## src/rtl/store_buffer_if.sv

```systemverilog
// Store buffer port bundle: MEM-stage store/load lookup side plus data cache write side.
// The slave modport is the buffer itself; master is the pipeline/cache environment.
interface store_buffer_if #(
    parameter int AW    = 32,
    parameter int DEPTH = 4
);
    localparam int CW = $clog2(DEPTH) + 1;

    logic          st_valid_i;
    logic [AW-1:0] st_addr_i;
    logic [31:0]   st_data_i;
    logic [1:0]    st_type_i;
    logic          st_ready_o;

    logic [AW-1:0] ld_addr_i;
    logic [31:0]   ld_fwd_data_o;
    logic [3:0]    ld_fwd_mask_o;
    logic          ld_conflict_o;

    logic          dc_wr_o;
    logic [AW-1:0] dc_addr_o;
    logic [31:0]   dc_data_o;
    logic [1:0]    dc_type_o;
    logic          dc_busy_i;

    logic [CW-1:0] count_o;
    logic          empty_o;
    logic          full_o;

    modport slave (
        input  st_valid_i, st_addr_i, st_data_i, st_type_i, ld_addr_i, dc_busy_i,
        output st_ready_o, ld_fwd_data_o, ld_fwd_mask_o, ld_conflict_o,
        output dc_wr_o, dc_addr_o, dc_data_o, dc_type_o, count_o, empty_o, full_o
    );

    modport master (
        output st_valid_i, st_addr_i, st_data_i, st_type_i, ld_addr_i, dc_busy_i,
        input  st_ready_o, ld_fwd_data_o, ld_fwd_mask_o, ld_conflict_o,
        input  dc_wr_o, dc_addr_o, dc_data_o, dc_type_o, count_o, empty_o, full_o
    );
endinterface

```

## src/rtl/store_buffer.sv

```systemverilog
// FIFO store buffer draining oldest-first to the data cache, with load lookup over buffered stores.
// STB_FWD_EN defined: byte forwarding to loads; undefined: word-match conflict flag only.
module store_buffer #(
    parameter int DEPTH = 4,
    parameter int AW    = 32
) (
    input  logic          clk,
    input  logic          rst_n,
    store_buffer_if.slave sb
);
    localparam int PW = $clog2(DEPTH);
    localparam int CW = PW + 1;

    logic [AW-1:0]    addr_mem [DEPTH];
    logic [31:0]      data_mem [DEPTH];
    logic [1:0]       type_mem [DEPTH];

    logic [DEPTH-1:0] valid_reg, valid_next;
    logic [PW-1:0]    head_reg, head_next;
    logic [PW-1:0]    tail_reg, tail_next;
    logic [CW-1:0]    count_reg, count_next;

    logic             full;
    logic             empty;
    logic             enq;
    logic             deq;
    logic [DEPTH-1:0] hit;
    logic             unused_ld_low;

    assign full  = (count_reg == CW'(DEPTH));
    assign empty = (count_reg == '0);
    // Ready never looks at a same-cycle dequeue, so a full buffer always stalls MEM.
    assign enq   = sb.st_valid_i && !full;
    assign deq   = !empty && !sb.dc_busy_i;

    assign sb.st_ready_o = !full;
    assign sb.full_o     = full;
    assign sb.empty_o    = empty;
    assign sb.count_o    = count_reg;
    assign sb.dc_wr_o    = !empty;
    assign sb.dc_addr_o  = addr_mem[head_reg];
    assign sb.dc_data_o  = data_mem[head_reg];
    assign sb.dc_type_o  = type_mem[head_reg];

    assign unused_ld_low = ^sb.ld_addr_i[1:0];

    always_comb begin
        valid_next = valid_reg;
        head_next  = head_reg;
        tail_next  = tail_reg;
        if (enq) begin
            valid_next[tail_reg] = 1'b1;
            tail_next            = tail_reg + PW'(1);
        end
        if (deq) begin
            valid_next[head_reg] = 1'b0;
            head_next            = head_reg + PW'(1);
        end
        count_next = count_reg + CW'(enq) - CW'(deq);
    end

    always_ff @(posedge clk or negedge rst_n) begin
        if (!rst_n) begin
            valid_reg <= '0;
            head_reg  <= '0;
            tail_reg  <= '0;
            count_reg <= '0;
        end else begin
            valid_reg <= valid_next;
            head_reg  <= head_next;
            tail_reg  <= tail_next;
            count_reg <= count_next;
        end
    end

    // Payload needs no reset: nothing reads an entry whose valid bit is clear.
    always_ff @(posedge clk) begin
        if (enq) begin
            addr_mem[tail_reg] <= sb.st_addr_i;
            data_mem[tail_reg] <= sb.st_data_i;
            type_mem[tail_reg] <= sb.st_type_i;
        end
    end

    // Word-address match per entry; excludes the store being written this cycle.
    for (genvar gi = 0; gi < DEPTH; gi++) begin : g_hit
        assign hit[gi] = valid_reg[gi] && (addr_mem[gi][AW-1:2] == sb.ld_addr_i[AW-1:2]);
    end

`ifdef STB_FWD_EN
    logic [3:0]  mask_mem [DEPTH];
    logic [31:0] lane_mem [DEPTH];
    logic [3:0]  enq_mask;
    logic [31:0] enq_lane;
    logic [3:0]  fwd_mask;
    logic [31:0] fwd_data;
    logic [PW-1:0] idx;

    always_comb begin
        enq_mask = 4'b1111;
        enq_lane = sb.st_data_i;
        case (sb.st_type_i)
            2'b01: begin
                if (sb.st_addr_i[1]) begin
                    enq_mask = 4'b1100;
                    enq_lane = {sb.st_data_i[15:0], 16'h0000};
                end else begin
                    enq_mask = 4'b0011;
                    enq_lane = {16'h0000, sb.st_data_i[15:0]};
                end
            end
            2'b10: begin
                enq_mask = 4'b0001 << sb.st_addr_i[1:0];
                enq_lane = {24'h000000, sb.st_data_i[7:0]} << {sb.st_addr_i[1:0], 3'b000};
            end
            default: ;
        endcase
    end

    always_ff @(posedge clk) begin
        if (enq) begin
            mask_mem[tail_reg] <= enq_mask;
            lane_mem[tail_reg] <= enq_lane;
        end
    end

    // Walk oldest to youngest so each younger hit overwrites the lanes it covers.
    always_comb begin
        fwd_mask = '0;
        fwd_data = '0;
        idx      = '0;
        for (int k = 0; k < DEPTH; k++) begin
            idx = head_reg + PW'(k);
            if (hit[idx]) begin
                for (int b = 0; b < 4; b++) begin
                    if (mask_mem[idx][b]) begin
                        fwd_mask[b]         = 1'b1;
                        fwd_data[8*b +: 8]  = lane_mem[idx][8*b +: 8];
                    end
                end
            end
        end
    end

    assign sb.ld_fwd_mask_o = fwd_mask;
    assign sb.ld_fwd_data_o = fwd_data;
    assign sb.ld_conflict_o = 1'b0;
`else
    assign sb.ld_fwd_mask_o = 4'b0000;
    assign sb.ld_fwd_data_o = 32'h0000_0000;
    assign sb.ld_conflict_o = |hit;
`endif

endmodule

```

## src/flat_wrapper.sv

```systemverilog
// flat-port wrapper written by rule: the top's interface ports become plain ports
module store_buffer_flat 
#(
    parameter int DEPTH = 4,
    parameter int AW    = 32
)
  (clk, rst_n, sb_st_valid_i, sb_st_addr_i, sb_st_data_i, sb_st_type_i, sb_ld_addr_i, sb_dc_busy_i, sb_st_ready_o, sb_ld_fwd_data_o, sb_ld_fwd_mask_o, sb_ld_conflict_o, sb_dc_wr_o, sb_dc_addr_o, sb_dc_data_o, sb_dc_type_o, sb_count_o, sb_empty_o, sb_full_o);
  store_buffer_if #(.AW(AW), .DEPTH(DEPTH)) sb_i ();
  input  logic clk;
  input  logic rst_n;
  input wire logic [$bits(sb_i.st_valid_i)-1:0] sb_st_valid_i;
  input wire logic [$bits(sb_i.st_addr_i)-1:0] sb_st_addr_i;
  input wire logic [$bits(sb_i.st_data_i)-1:0] sb_st_data_i;
  input wire logic [$bits(sb_i.st_type_i)-1:0] sb_st_type_i;
  input wire logic [$bits(sb_i.ld_addr_i)-1:0] sb_ld_addr_i;
  input wire logic [$bits(sb_i.dc_busy_i)-1:0] sb_dc_busy_i;
  output wire logic [$bits(sb_i.st_ready_o)-1:0] sb_st_ready_o;
  output wire logic [$bits(sb_i.ld_fwd_data_o)-1:0] sb_ld_fwd_data_o;
  output wire logic [$bits(sb_i.ld_fwd_mask_o)-1:0] sb_ld_fwd_mask_o;
  output wire logic [$bits(sb_i.ld_conflict_o)-1:0] sb_ld_conflict_o;
  output wire logic [$bits(sb_i.dc_wr_o)-1:0] sb_dc_wr_o;
  output wire logic [$bits(sb_i.dc_addr_o)-1:0] sb_dc_addr_o;
  output wire logic [$bits(sb_i.dc_data_o)-1:0] sb_dc_data_o;
  output wire logic [$bits(sb_i.dc_type_o)-1:0] sb_dc_type_o;
  output wire logic [$bits(sb_i.count_o)-1:0] sb_count_o;
  output wire logic [$bits(sb_i.empty_o)-1:0] sb_empty_o;
  output wire logic [$bits(sb_i.full_o)-1:0] sb_full_o;
  assign sb_i.st_valid_i = sb_st_valid_i;
  assign sb_i.st_addr_i = sb_st_addr_i;
  assign sb_i.st_data_i = sb_st_data_i;
  assign sb_i.st_type_i = sb_st_type_i;
  assign sb_i.ld_addr_i = sb_ld_addr_i;
  assign sb_i.dc_busy_i = sb_dc_busy_i;
  assign sb_st_ready_o = sb_i.st_ready_o;
  assign sb_ld_fwd_data_o = sb_i.ld_fwd_data_o;
  assign sb_ld_fwd_mask_o = sb_i.ld_fwd_mask_o;
  assign sb_ld_conflict_o = sb_i.ld_conflict_o;
  assign sb_dc_wr_o = sb_i.dc_wr_o;
  assign sb_dc_addr_o = sb_i.dc_addr_o;
  assign sb_dc_data_o = sb_i.dc_data_o;
  assign sb_dc_type_o = sb_i.dc_type_o;
  assign sb_count_o = sb_i.count_o;
  assign sb_empty_o = sb_i.empty_o;
  assign sb_full_o = sb_i.full_o;
  store_buffer #(.DEPTH(DEPTH), .AW(AW)) u_core (.clk(clk), .rst_n(rst_n), .sb(sb_i));
endmodule
```

## config.mk

```make
export PLATFORM = sky130hd
export DESIGN_NAME = store_buffer_flat
export DESIGN_NICKNAME = d
export VERILOG_FILES = /design/src/rtl/store_buffer_if.sv /design/src/rtl/store_buffer.sv /design/src/flat_wrapper.sv
export SDC_FILE = /design/constraint.sdc
export NUM_CORES = 1
export LEC_CHECK = 0
export CAP_MARGIN = 20
export CORE_MARGIN = 10
export CORE_UTILIZATION = 48
export DETAILED_ROUTE_END_ITERATION = 16
export PLACE_DENSITY = 0.85
export SYNTH_ARGS = -nofsm -noshare
export SYNTH_HDL_FRONTEND = slang
export SYNTH_SLANG_ARGS = --single-unit
```

## constraint.sdc

```tcl
create_clock -name clk -period 2.7 [get_ports clk]
set_input_delay 0.54 -clock clk [delete_from_list [all_inputs] [get_ports clk]]
set_output_delay 0.54 -clock clk [all_outputs]
set_load 0.05 [all_outputs]
```

==> results.md, run 1 <==
* Aggregate global-route resource usage at 0.176
* WP depth at 7
* Gr busiest metal: met2
* Sequential cell area fraction in the yosys report at 0.696
* Most common cell after layout, fill and taps aside: edfxtp_1
* Largest cells by area after synthesis: edfxtp_1 (67%), mux4_2 (13%), xnor2_1 (5.9%)
* Clock power share at 0.215
* Reg-to-Reg Start: u_core.sb.count_o[1]$_DFF_PN0_
* Clk sinks at 275
* Layout fillers at 1,650
* Vias at 6,294
* Number of remaining DRC errors at 0
* CP cell instances: clkdlybuf4s50_1, xor2_1, nor4_1, buf_4, nand4_1, nand4_1, buf_12
* Root Buffer: clkbuf_16
* Cell variety after synth at 26
* First-pass GRT wire length at 41.6 mm
* Largest net degree at the start of global routing at 68
* Crit path kind: in2out
* Tot Pwr at 0.0186 W
* Initial Util at 0.486
* Detailed router's first-iteration violation count at 534
* Cell family with most CP delay: buffers and inverters
* # port buffers at 173
* I/O pins at 212
* Pwr Density at 1190 nW/um^2
* Fmax at 0.356 GHz
* Final Skew at 15.4 ps
* CP bufs+invs at 3
* Slew Limit Fails at 0
* Total Nets Final at 942
* Period utilization at 1.04
* Final Hold Slack at 340 ps
* Skew-Pair Late Insertion Delay at 540 ps
* Horiz. Die Dim at 177 um
* Failing checks: setup timing
* Internal Pwr Total at 0.0116 W
* Leading area contributor after synthesis: edfxtp_1
* Synth top area share at 0.672
* Crit Path Max Fanout at 4
* Clk buf depth at 3
* Pre-antenna DRT Iters at 5
* Die Y at 177 um
* Switching share of power at 0.377
* Setup crit end kind: output port
* Die ar. at 31,200 um^2
* Setup slack, reg-to-reg at 390 ps
* Drt wl/cell at 24.5 um
* Outcome: complete, but fails checks
* Pre-CTS worst setup slack at -185 ps
* Worst path most repeated cell: nand4_1
* Global Route met1 Usage at 0.210
* Number of H-tree levels at 1
* Layout area overhead at 32.4%
* Core region area at 24,200 um^2
* Biggest regs: u_core.addr_mem (128), u_core.data_mem (128), u_core.type_mem (8)
* Seq cells post-synth at 275
* Sequential power share at 0.331
* Crit path to: sb_ld_conflict_o
* Vias in the first global route at 6,742
* Synth warn at 0
* Detailed Place HPWL at 19.6 mm
* Met3 usage at 0.0512
* Setup ws final at -107 ps
* Routed vias/inst at 5.35
* RSZ-0062 raised after global routing: yes
* Most frequent cells in the layout: edfxtp_1 (264), clkdlybuf4s50_1 (81), buf_4 (70), mux4_2 (66), xnor2_1 (54)
* Routed WL at 28.8 mm
* WP data required at 2160 ps
* GRT Residual Overflow at 0
* Worst ir drop on vdd at 872 uV
* Routability-driven placement congestion ratio at 0.897
* CTS tree: built
* Crit-path max cell delay at 530 ps
* Max cap viols at 0
* Reg-to-reg critical path endpoint: u_core.sb.count_o[2]$_DFF_PN0_
* Sw power at 0.00699 W
* Post-DRT Antenna Nets at 0
* Normalized max-slew margin at 0.654
* Fin crit period at 2810 ps
* Post-synthesis cell count at 611
* Num CTS Buffers at 28
* Final hold vios at 0
* CTS clk-pin slew, worst paths at 60 ps
* Post-Syn Area per Cell at 19.3 um^2
* Layout cell share with drive strength beyond 1 at 0.316
* Critical Path Start: sb_ld_addr_i[19]
* Rows at 57
* Initial antenna violation count at 5
* Leakage at 5.58 nW
* R2R depth at 10
* Startpoint Class: input pin
* Setup violations, final at 1
* Logic pwr share at 0.454
* Min-Delay Path Class: in2async
* Slew @ Worst Pin at 517 ps
* Worst path arrival time at 2270 ps
* Grt met2 use at 0.307
* Netlist Area Pre-Place at 11,800 um^2
* Slowest-stage cell, CP: clkdlybuf4s50_1
area by class of cell:
type,count,area (um^2),share of cell area
inverter,10,41.3,0.00264
antenna,2,5.00,0.000321
timing repair buffer,219,2480,0.159
sequential,275,8210,0.526
tap,324,405,0.0260
clock inverter,18,214,0.0137
multi-input combinational,295,3510,0.225
clock buffer,33,741,0.0474
cell families (layout without fill, tap and decap cells):
group / count (synthesis) / after routing / share of synthesized area
DFF: 275 / 275 / 0.696
xor gates and xnor gates: 124 / 124 / 0.0921
buffers and inverters: 76 / 280 / 0.0432
muxes: 66 / 66 / 0.126
and+or+nand+nor: 52 / 52 / 0.0267
adders and majority gates: 11 / 11 / 0.0123
AOI/OAI and AO/OA: 6 / 6 / 0.00382
other: 1 / 38 / 0.000318
power groups by stage:
stage,registers [W],logic [W],clock network (W)
after floorplan,0.00609,0.00527,0
after global placement,0.00616,0.00832,0
after detailed placement,0.00621,0.00833,0
after CTS,0.00611,0.00842,0.00405
after global routing,0.00622,0.00881,0.00422
final,0.00614,0.00842,0.00399
synthesized netlist by cell type:
cell type,count
a2bb2oi_1,4
xor2_1,44
clkbuf_1,15
mux4_2,66
and2_0,1
o21ai_0,1
nand2_1,3
edfxtp_1,264
xnor2_1,80
conb_1,1
buf_12,4
and3_1,4
nor4_1,16
buf_1,3
buf_2,4
nor2_1,1
fa_1,1
buf_4,39
or3_1,1
inv_1,10
o21ai_1,1
nor2_2,1
ha_1,10
nand4_1,25
dfrtp_1,11
buf_6,1
routing by layer:
metal,wire [um],share of wire
met1,10700,0.37
met2,14800,0.52
met3,2570,0.090
met4,626,0.022
met5,27,0.00094
metrics by stage:
step	utilization	std cells	setup TNS, ps	instance area (um^2)
after CTS	0.630	1173	-161	15300
after global placement	0.589	1120	-179	14300
after floorplan	-	646	0	11900
after detailed placement	0.589	1120	-185	14300
final	0.644	1176	-107	15600
after global routing	0.644	1176	-287	15600
how the worst min path moves through the flow:
stage	startpoint	to	slack, ps	cells past startpoint
after floorplan	rst_n	u_core.head_reg[0]$_DFFE_PN0N_	240	0
final	rst_n	u_core.valid_reg[2]$_DFF_PN0_	340	1
after detailed placement	u_core.sb.count_o[1]$_DFF_PN0_	u_core.sb.count_o[2]$_DFF_PN0_	530	1
after global placement	u_core.valid_reg[0]$_DFF_PN0_	u_core.valid_reg[0]$_DFF_PN0_	530	1
after global routing	rst_n	u_core.valid_reg[3]$_DFF_PN0_	370	1
after CTS	rst_n	u_core.valid_reg[1]$_DFF_PN0_	350	1
what timing repair did:
action                     CTS  global route
cloned                       0             1
pin swaps                    1             6
setup endpoints to repair   43             5
hold endpoints to repair     0             0
setup buffers                2             0
gates resized for setup      6            59
hold buffers                 0             0
Note: power is estimated with default switching activity, not from simulation.
==> run 2: changes to the inputs <==
--- a/config.mk
+++ b/config.mk
@@ -8,6 +8,7 @@
 export CAP_MARGIN = 20
 export CORE_MARGIN = 10
 export CORE_UTILIZATION = 48
+export CTS_CLUSTER_SIZE = 12
 export DETAILED_ROUTE_END_ITERATION = 16
 export PLACE_DENSITY = 0.85
 export SYNTH_ARGS = -nofsm -noshare
==> run 2 against run 1 <==
Compared with the run above: combinational power up 2%; first-iteration DRC count up 7.5%; final cell count up 0.43%; highest routed layer unchanged; clock skew up 9.8 ps; die area unchanged; clock power down 6.5%; clock-buffer cell count up 11; utilization about the same; largest cell class unchanged; routed wire length down 0.42%; the run still ends with setup timing left; worst setup slack better by 13 ps; worst hold slack better by 3.6 ps; sequential power about the same.
==> results.md, run 2 (synthesis results as in run 1) <==
* Startpoint Class: register (was input pin)
* Vias in the first global route at 6,762 (was 6,742)
* Skew-Pair Late Insertion Delay at 540 ps (about the same)
* Fmax at 0.358 GHz (was 0.356 GHz)
* Worst path most repeated cell: nand4_1 (unchanged)
* Num CTS Buffers at 29 (was 28)
* WP data required at 2160 ps (about the same)
* Routed WL at 28.6 mm (was 28.8 mm)
* Most frequent cells in the layout: edfxtp_1 (264), clkdlybuf4s50_1 (80), mux4_2 (66), buf_4 (66), xnor2_1 (55) (was edfxtp_1 (264), clkdlybuf4s50_1 (81), buf_4 (70), mux4_2 (66), xnor2_1 (54))
* CTS clk-pin slew, worst paths at 60 ps (about the same)
* Pre-antenna DRT Iters at 5 (unchanged)
* Placement-stage cell area at 14,300 um^2 (unchanged)
* Number of remaining DRC errors at 0 (unchanged)
* Horiz. Die Dim at 177 um (unchanged)
* Period utilization at 1.03 (was 1.04)
* Crit Path Max Fanout at 2 (was 4)
* Tot Pwr at 0.0185 W (was 0.0186 W)
* Aggregate global-route resource usage at 0.178 (was 0.176)
* Pre-CTS worst setup slack at -185 ps (unchanged)
* Total Nets Final at 948 (was 942)
* I/O pins at 212 (unchanged)
* Initial Util at 0.486 (unchanged)
* RSZ-0062 raised after global routing: yes (unchanged)
* Biggest regs: u_core.addr_mem (128), u_core.data_mem (128), u_core.type_mem (8) (unchanged)
* Worst path arrival time at 2250 ps (was 2270 ps)
* Fin crit period at 2790 ps (was 2810 ps)
* Largest net degree at the start of global routing at 68 (unchanged)
* Layout cell share with drive strength beyond 1 at 0.313 (was 0.316)
* Layout area overhead at 32.4% (about the same)
* Setup violations, final at 1 (unchanged)
* Final core occ at 0.644 (about the same)
* Core region area at 24,200 um^2 (unchanged)
* Min-Delay Path Class: in2async (unchanged)
* Slowest-stage cell, CP: edfxtp_1 (was clkdlybuf4s50_1)
* Die Y at 177 um (unchanged)
* Outcome: complete, but fails checks (unchanged)
* Final hold vios at 0 (unchanged)
* Most common cell after layout, fill and taps aside: edfxtp_1 (unchanged)
* CP cell instances: xnor2_2, nand4_1, nor4_2, nand4_1, nand4_1, buf_12 (was clkdlybuf4s50_1, xor2_1, nor4_1, buf_4, nand4_1, nand4_1, buf_12)
* Pwr Density at 1180 nW/um^2 (was 1190 nW/um^2)
* Final Skew at 25.2 ps (was 15.4 ps)
* Initial antenna violation count at 4 (was 5)
* Max cap viols at 0 (unchanged)
* Crit-path max cell delay at 450 ps (was 530 ps)
* Root Buffer: clkbuf_16 (unchanged)
* GRT Residual Overflow at 0 (unchanged)
* Routed vias/inst at 5.34 (was 5.35)
* First-pass GRT wire length at 41.8 mm (was 41.6 mm)
* Drt wl/cell at 24.2 um (was 24.5 um)
* Slew Limit Fails at 0 (unchanged)
* Detailed router's first-iteration violation count at 574 (was 534)
* Setup crit end kind: output port (unchanged)
* Final Non-Filler Cells at 1,181 (was 1,176)
* Worst ir drop on vdd at 1010 uV (was 872 uV)
* Cell family with most CP delay: simple AND/OR/NAND/NOR gates (was buffers and inverters)
* CTS tree: built (unchanged)
* Vias at 6,301 (was 6,294)
* Rows at 57 (unchanged)
* Slew @ Worst Pin at 524 ps (was 517 ps)
* Layout fillers at 1,667 (was 1,650)
* Normalized max-slew margin at 0.649 (was 0.654)
* Crit path kind: reg2out (was in2out)
* Placed insts at 1,120 (unchanged)
* CTS Hold Bufs at 0 (unchanged)
* Clk buf depth at 3 (unchanged)
* Leakage at 5.59 nW (was 5.58 nW)
* # port buffers at 173 (unchanged)
* Detailed Place HPWL at 19.6 mm (unchanged)
* Failing checks: setup timing (unchanged)
* Routability-driven placement congestion ratio at 0.897 (unchanged)
* Clk sinks at 275 (unchanged)
* Number of H-tree levels at 1 (unchanged)
* Die ar. at 31,200 um^2 (unchanged)
* Setup ws final at -94.1 ps (was -107 ps)
* CP bufs+invs at 1 (was 3)
* Post-DRT Antenna Nets at 0 (unchanged)
* Post-route cell area at 15,600 um^2 (about the same)
==> run 2: changes by cell type in the layout (fill, tap and decap cells not counted), sizes merged <==
cell,before,now
clkbuf,34,44
clkinv,11,3
buf,112,118
bufinv,5,2
clkinvlp,3,1
clkdlybuf4s50,81,80
diode,2,3
dlymetal6s2s,22,23
inv,9,10
==> run 2: path summary, 6_finish.rpt <==
check,start,to,slack (ps),cells after the start
min,rst_n,u_core.head_reg[1]$_DFFE_PN0N_,340,1
max,u_core.addr_mem[3][25]$_DFFE_PP_,sb_ld_conflict_o,-90,6
min in group clk,u_core.sb.count_o[1]$_DFF_PN0_,u_core.sb.count_o[2]$_DFF_PN0_,550,1
min reg2reg,u_core.sb.count_o[1]$_DFF_PN0_,u_core.sb.count_o[2]$_DFF_PN0_,550,1
max in group asynchronous,rst_n,u_core.head_reg[0]$_DFFE_PN0N_,1960,1
max reg2reg,u_core.sb.count_o[1]$_DFF_PN0_,u_core.sb.count_o[2]$_DFF_PN0_,390,10
==> run 2: area by class of cell <==
cell class,instances,area (um^2),share of cell area
diodes,3,7.51,0.000481
repair buffers,224,2570,0.165
multi-input cells,295,3490,0.224
well taps,324,405,0.0260
flip-flops and latches,275,8210,0.526
clock buffers,44,802,0.0514
inverters,10,41.3,0.00264
clock inverters,6,82.6,0.00529
==> run 2: timing repair <==
action | CTS | global route
cloned | 2 | 0
setup endpoints to repair | 49 | 34
buffers inserted | 5 | 1
gates resized for setup | 8 | 66
pin swaps | 1 | 7
==> run 2: where the power goes <==
group          internal [W]  switching (W)  total [W]
Clock               0.00222        0.00151    0.00373
Sequential          0.00567       0.000455    0.00612
Combinational       0.00361        0.00501    0.00862
==> run 2: metal layers <==
| metal | global-route usage | up-vias | routed length, um |
|---|---|---|---|
| li1 | - | 2777 | - |
| met2 | 0.307 | 273 | 14800 |
| met5 | 0 | - | 27 |
| met4 | 0.0452 | 4 | 609 |
| met1 | 0.215 | 3206 | 10500 |
| met3 | 0.0506 | 41 | 2650 |
==> run 2: metrics by stage <==
step	hold slack, ps	TNS, ps
CTS	342	-167
finish	344	-94.1
detailed placement	530	-185
global route	364	-211
floorplan	244	0
global placement	528	-179
==> run 2: worst reg2reg max path: cells and delay by family, from the launching register on <==
| kind | cells | cell delay (ps) |
|---|---|---|
| buf+inv | 3 | 210 |
| fa+ha+maj | 3 | 800 |
| simple gates | 2 | 460 |
| flops | 1 | 450 |
| xor+xnor | 2 | 320 |
==> run 3: changes to the inputs <==
--- a/config.mk
+++ b/config.mk
@@ -6,6 +6,7 @@
 export NUM_CORES = 1
 export LEC_CHECK = 0
 export CAP_MARGIN = 20
+export CORE_ASPECT_RATIO = 2
 export CORE_MARGIN = 10
 export CORE_UTILIZATION = 48
 export CTS_CLUSTER_SIZE = 12
==> run 3 against run 2 <==
Compared with the run above: the flow still finishes with violations (setup timing); critical path depth increased by 3; final cell count is 3.1% lower; global-route usage increased by 0.66 points; clock-buffer cell count is 6 lower; die area rose by 1.2%; worst setup slack worse by 110 ps; total power down 7.7%; first-iteration DRC count decreased by 35%; register-to-register slack better by 20 ps; flip-flop and latch count unchanged; non-clock buffer count rose by 9; utilization decreased by 3.2 points; critical path type is now in2out; largest power group unchanged.
==> results.md, run 3 (synthesis results as in run 1) <==
* Total negative slack at -206 ps (was -94.1 ps)
* First-pass GRT wire length at 42.9 mm (was 41.8 mm)
* Slowest-stage cell, CP: clkdlybuf4s50_1 (was edfxtp_1)
* Reg-to-reg critical path endpoint: u_core.sb.count_o[2]$_DFF_PN0_ (unchanged)
* Pre-antenna DRT Iters at 6 (was 5)
* Period utilization at 1.08 (was 1.03)
* Vias at 6,316 (was 6,301)
* WP data required at 2160 ps (about the same)
* GRT Residual Overflow at 0 (unchanged)
* Cell family with most CP delay: buffers and inverters (was simple AND/OR/NAND/NOR gates)
* Largest net degree at the start of global routing at 39 (was 68)
* Crit-path max cell delay at 470 ps (was 450 ps)
* Aggregate global-route resource usage at 0.184 (was 0.178)
* Outcome: complete, but fails checks (unchanged)
* Final Non-Filler Cells at 1,144 (was 1,181)
* CTS tree: built (unchanged)
* Worst path arrival time at 2370 ps (was 2250 ps)
* Pwr Density at 1140 nW/um^2 (was 1180 nW/um^2)
* Skew-Pair Late Insertion Delay at 530 ps (was 540 ps)
* RSZ-0062 raised after global routing: yes (unchanged)
* Clk buf depth at 3 (unchanged)
* R2R depth at 10 (unchanged)
* Slew Limit Fails at 0 (unchanged)
* Fmax at 0.344 GHz (was 0.358 GHz)
* Crit Path Max Fanout at 2 (unchanged)
* Routed vias/inst at 5.52 (was 5.34)
* Worst path most repeated cell: nand4_1 (unchanged)
* Number of H-tree levels at 1 (unchanged)
* Layout area overhead at 26.3% (was 32.4%)
* Final core occ at 0.612 (was 0.644)
* CTS clk-pin slew, worst paths at 60 ps (about the same)
* CP bufs+invs at 4 (was 1)
* Reg-to-Reg Start: u_core.sb.count_o[1]$_DFF_PN0_ (unchanged)
* Final hold vios at 0 (unchanged)
* Layout fillers at 1,748 (was 1,667)
* Setup slack, reg-to-reg at 410 ps (was 390 ps)
* Normalized max-slew margin at 0.636 (was 0.649)
* Die ar. at 31,600 um^2 (was 31,200 um^2)
* Root Buffer: clkbuf_16 (unchanged)
* Biggest regs: u_core.addr_mem (128), u_core.data_mem (128), u_core.type_mem (8) (unchanged)
* Total Nets Final at 954 (was 948)
* Clk sinks at 275 (unchanged)
* Fin crit period at 2910 ps (was 2790 ps)
* Horiz. Die Dim at 131 um (was 177 um)
* Layout cell share with drive strength beyond 1 at 0.289 (was 0.313)
* Vias in the first global route at 6,926 (was 6,762)
* Num CTS Buffers at 26 (was 29)
* Initial Util at 0.485 (was 0.486)
* Worst ir drop on vdd at 670 uV (was 1010 uV)
* Detailed router's first-iteration violation count at 371 (was 574)
* Leakage at 5.17 nW (was 5.59 nW)
* Die Y at 242 um (was 177 um)
* Placed insts at 1,100 (was 1,120)
* Slew @ Worst Pin at 544 ps (was 524 ps)
* Most common cell after layout, fill and taps aside: edfxtp_1 (unchanged)
* Startpoint Class: input pin (was register)
* I/O pins at 212 (unchanged)
* Failing checks: setup timing (unchanged)
* Max cap viols at 0 (unchanged)
* Core region area at 24,300 um^2 (was 24,200 um^2)
* # port buffers at 173 (unchanged)
* Final Skew at 7.29 ps (was 25.2 ps)
* WP depth at 9 (was 6)
* Crit path kind: in2out (was reg2out)
* Most frequent cells in the layout: edfxtp_1 (264), buf_4 (111), clkdlybuf4s50_1 (95), xnor2_1 (71), mux4_2 (66) (was edfxtp_1 (264), clkdlybuf4s50_1 (80), mux4_2 (66), buf_4 (66), xnor2_1 (55))
* CP cell instances: clkdlybuf4s50_1, xnor2_2, buf_4, nand4_1, nor4_2, buf_4, nand4_1, nand4_1, buf_12 (was xnor2_2, nand4_1, nor4_2, nand4_1, nand4_1, buf_12)
* Drt wl/cell at 25.6 um (was 24.2 um)
* Routed WL at 29.2 mm (was 28.6 mm)
* Min-Delay Path Class: in2async (unchanged)
* Routability-driven placement congestion ratio at 0.933 (was 0.897)
* Setup ws final at -206 ps (was -94.1 ps)
* Rows at 81 (was 57)
* Number of remaining DRC errors at 0 (unchanged)
* Setup violations, final at 1 (unchanged)
* Initial antenna violation count at 8 (was 4)
* Post-DRT Antenna Nets at 0 (unchanged)
* Detailed Place HPWL at 21.4 mm (was 19.6 mm)
* Setup crit end kind: output port (unchanged)
==> run 3: cell count changes in the layout (fill, tap and decap cells not counted), moves of 3 or more <==
cell | previous run | this run
buf_4 | 66 | 111
buf_6 | 11 | 1
dlymetal6s2s_1 | 23 | 5
dlygate4sd2_1 | 3 | 6
nor4_1 | 7 | 11
clkdlybuf4s50_1 | 80 | 95
xnor2_2 | 25 | 9
xnor2_1 | 55 | 71
nor4_2 | 9 | 5
buf_12 | 39 | 15
==> run 3: routing by layer <==
metal	wire [um]	GRT usage
met2	16200	0.334
met3	2150	0.0429
met1	9390	0.186
met5	76	0
met4	1420	0.0986
==> run 3: worst max path at each step <==
stage	startpoint	endpoint	slack (ps)
5_1_grt	sb_ld_addr_i[5]	sb_ld_conflict_o	-290
3_3_place_gp	sb_ld_addr_i[25]	sb_ld_conflict_o	-180
6_report	sb_ld_addr_i[14]	sb_ld_conflict_o	-210
4_1_cts	sb_ld_addr_i[14]	sb_ld_conflict_o	-160
2_1_floorplan	u_core.sb.count_o[1]$_DFF_PN0_	u_core.sb.count_o[2]$_DFF_PN0_	20
3_5_place_dp	sb_ld_addr_i[25]	sb_ld_conflict_o	-230
==> run 3: where the power goes <==
group          leakage [nW]  switching [W]  internal [W]
sequential             2.54       0.000457       0.00567
combinational          2.28        0.00486       0.00284
clock                 0.346        0.00142       0.00181
total                  5.17        0.00674        0.0103
==> run 3: cell type report <==
| cell class | count | area [um^2] | share of cell area |
|---|---|---|---|
| Clock buffer | 38 | 717 | 0.0481 |
| Inverter | 10 | 41.3 | 0.00277 |
| Sequential cell | 275 | 8210 | 0.551 |
| Tap cell | 290 | 363 | 0.0244 |
| Antenna cell | 3 | 7.51 | 0.000504 |
| Timing Repair Buffer | 233 | 2210 | 0.148 |
| Multi-Input combinational cell | 295 | 3340 | 0.224 |
==> run 3: metrics by stage <==
stage	hold WS (ps)	worst slack (ps)	power [W]	area, um^2
6_report	361	-206	0.0171	14900
5_1_grt	375	-285	0.0177	14900
4_1_cts	354	-159	0.0172	14800
3_5_place_dp	537	-225	0.0139	14000
3_3_place_gp	523	-185	0.0138	14000
2_1_floorplan	244	23.6	0.0114	11900
==> run 3: timing repair <==
action,CTS,global route
hold buffers,0,0
endpoints found under the setup margin,60,5
buffers inserted,1,2
resized for setup,11,16
pin swaps,6,3
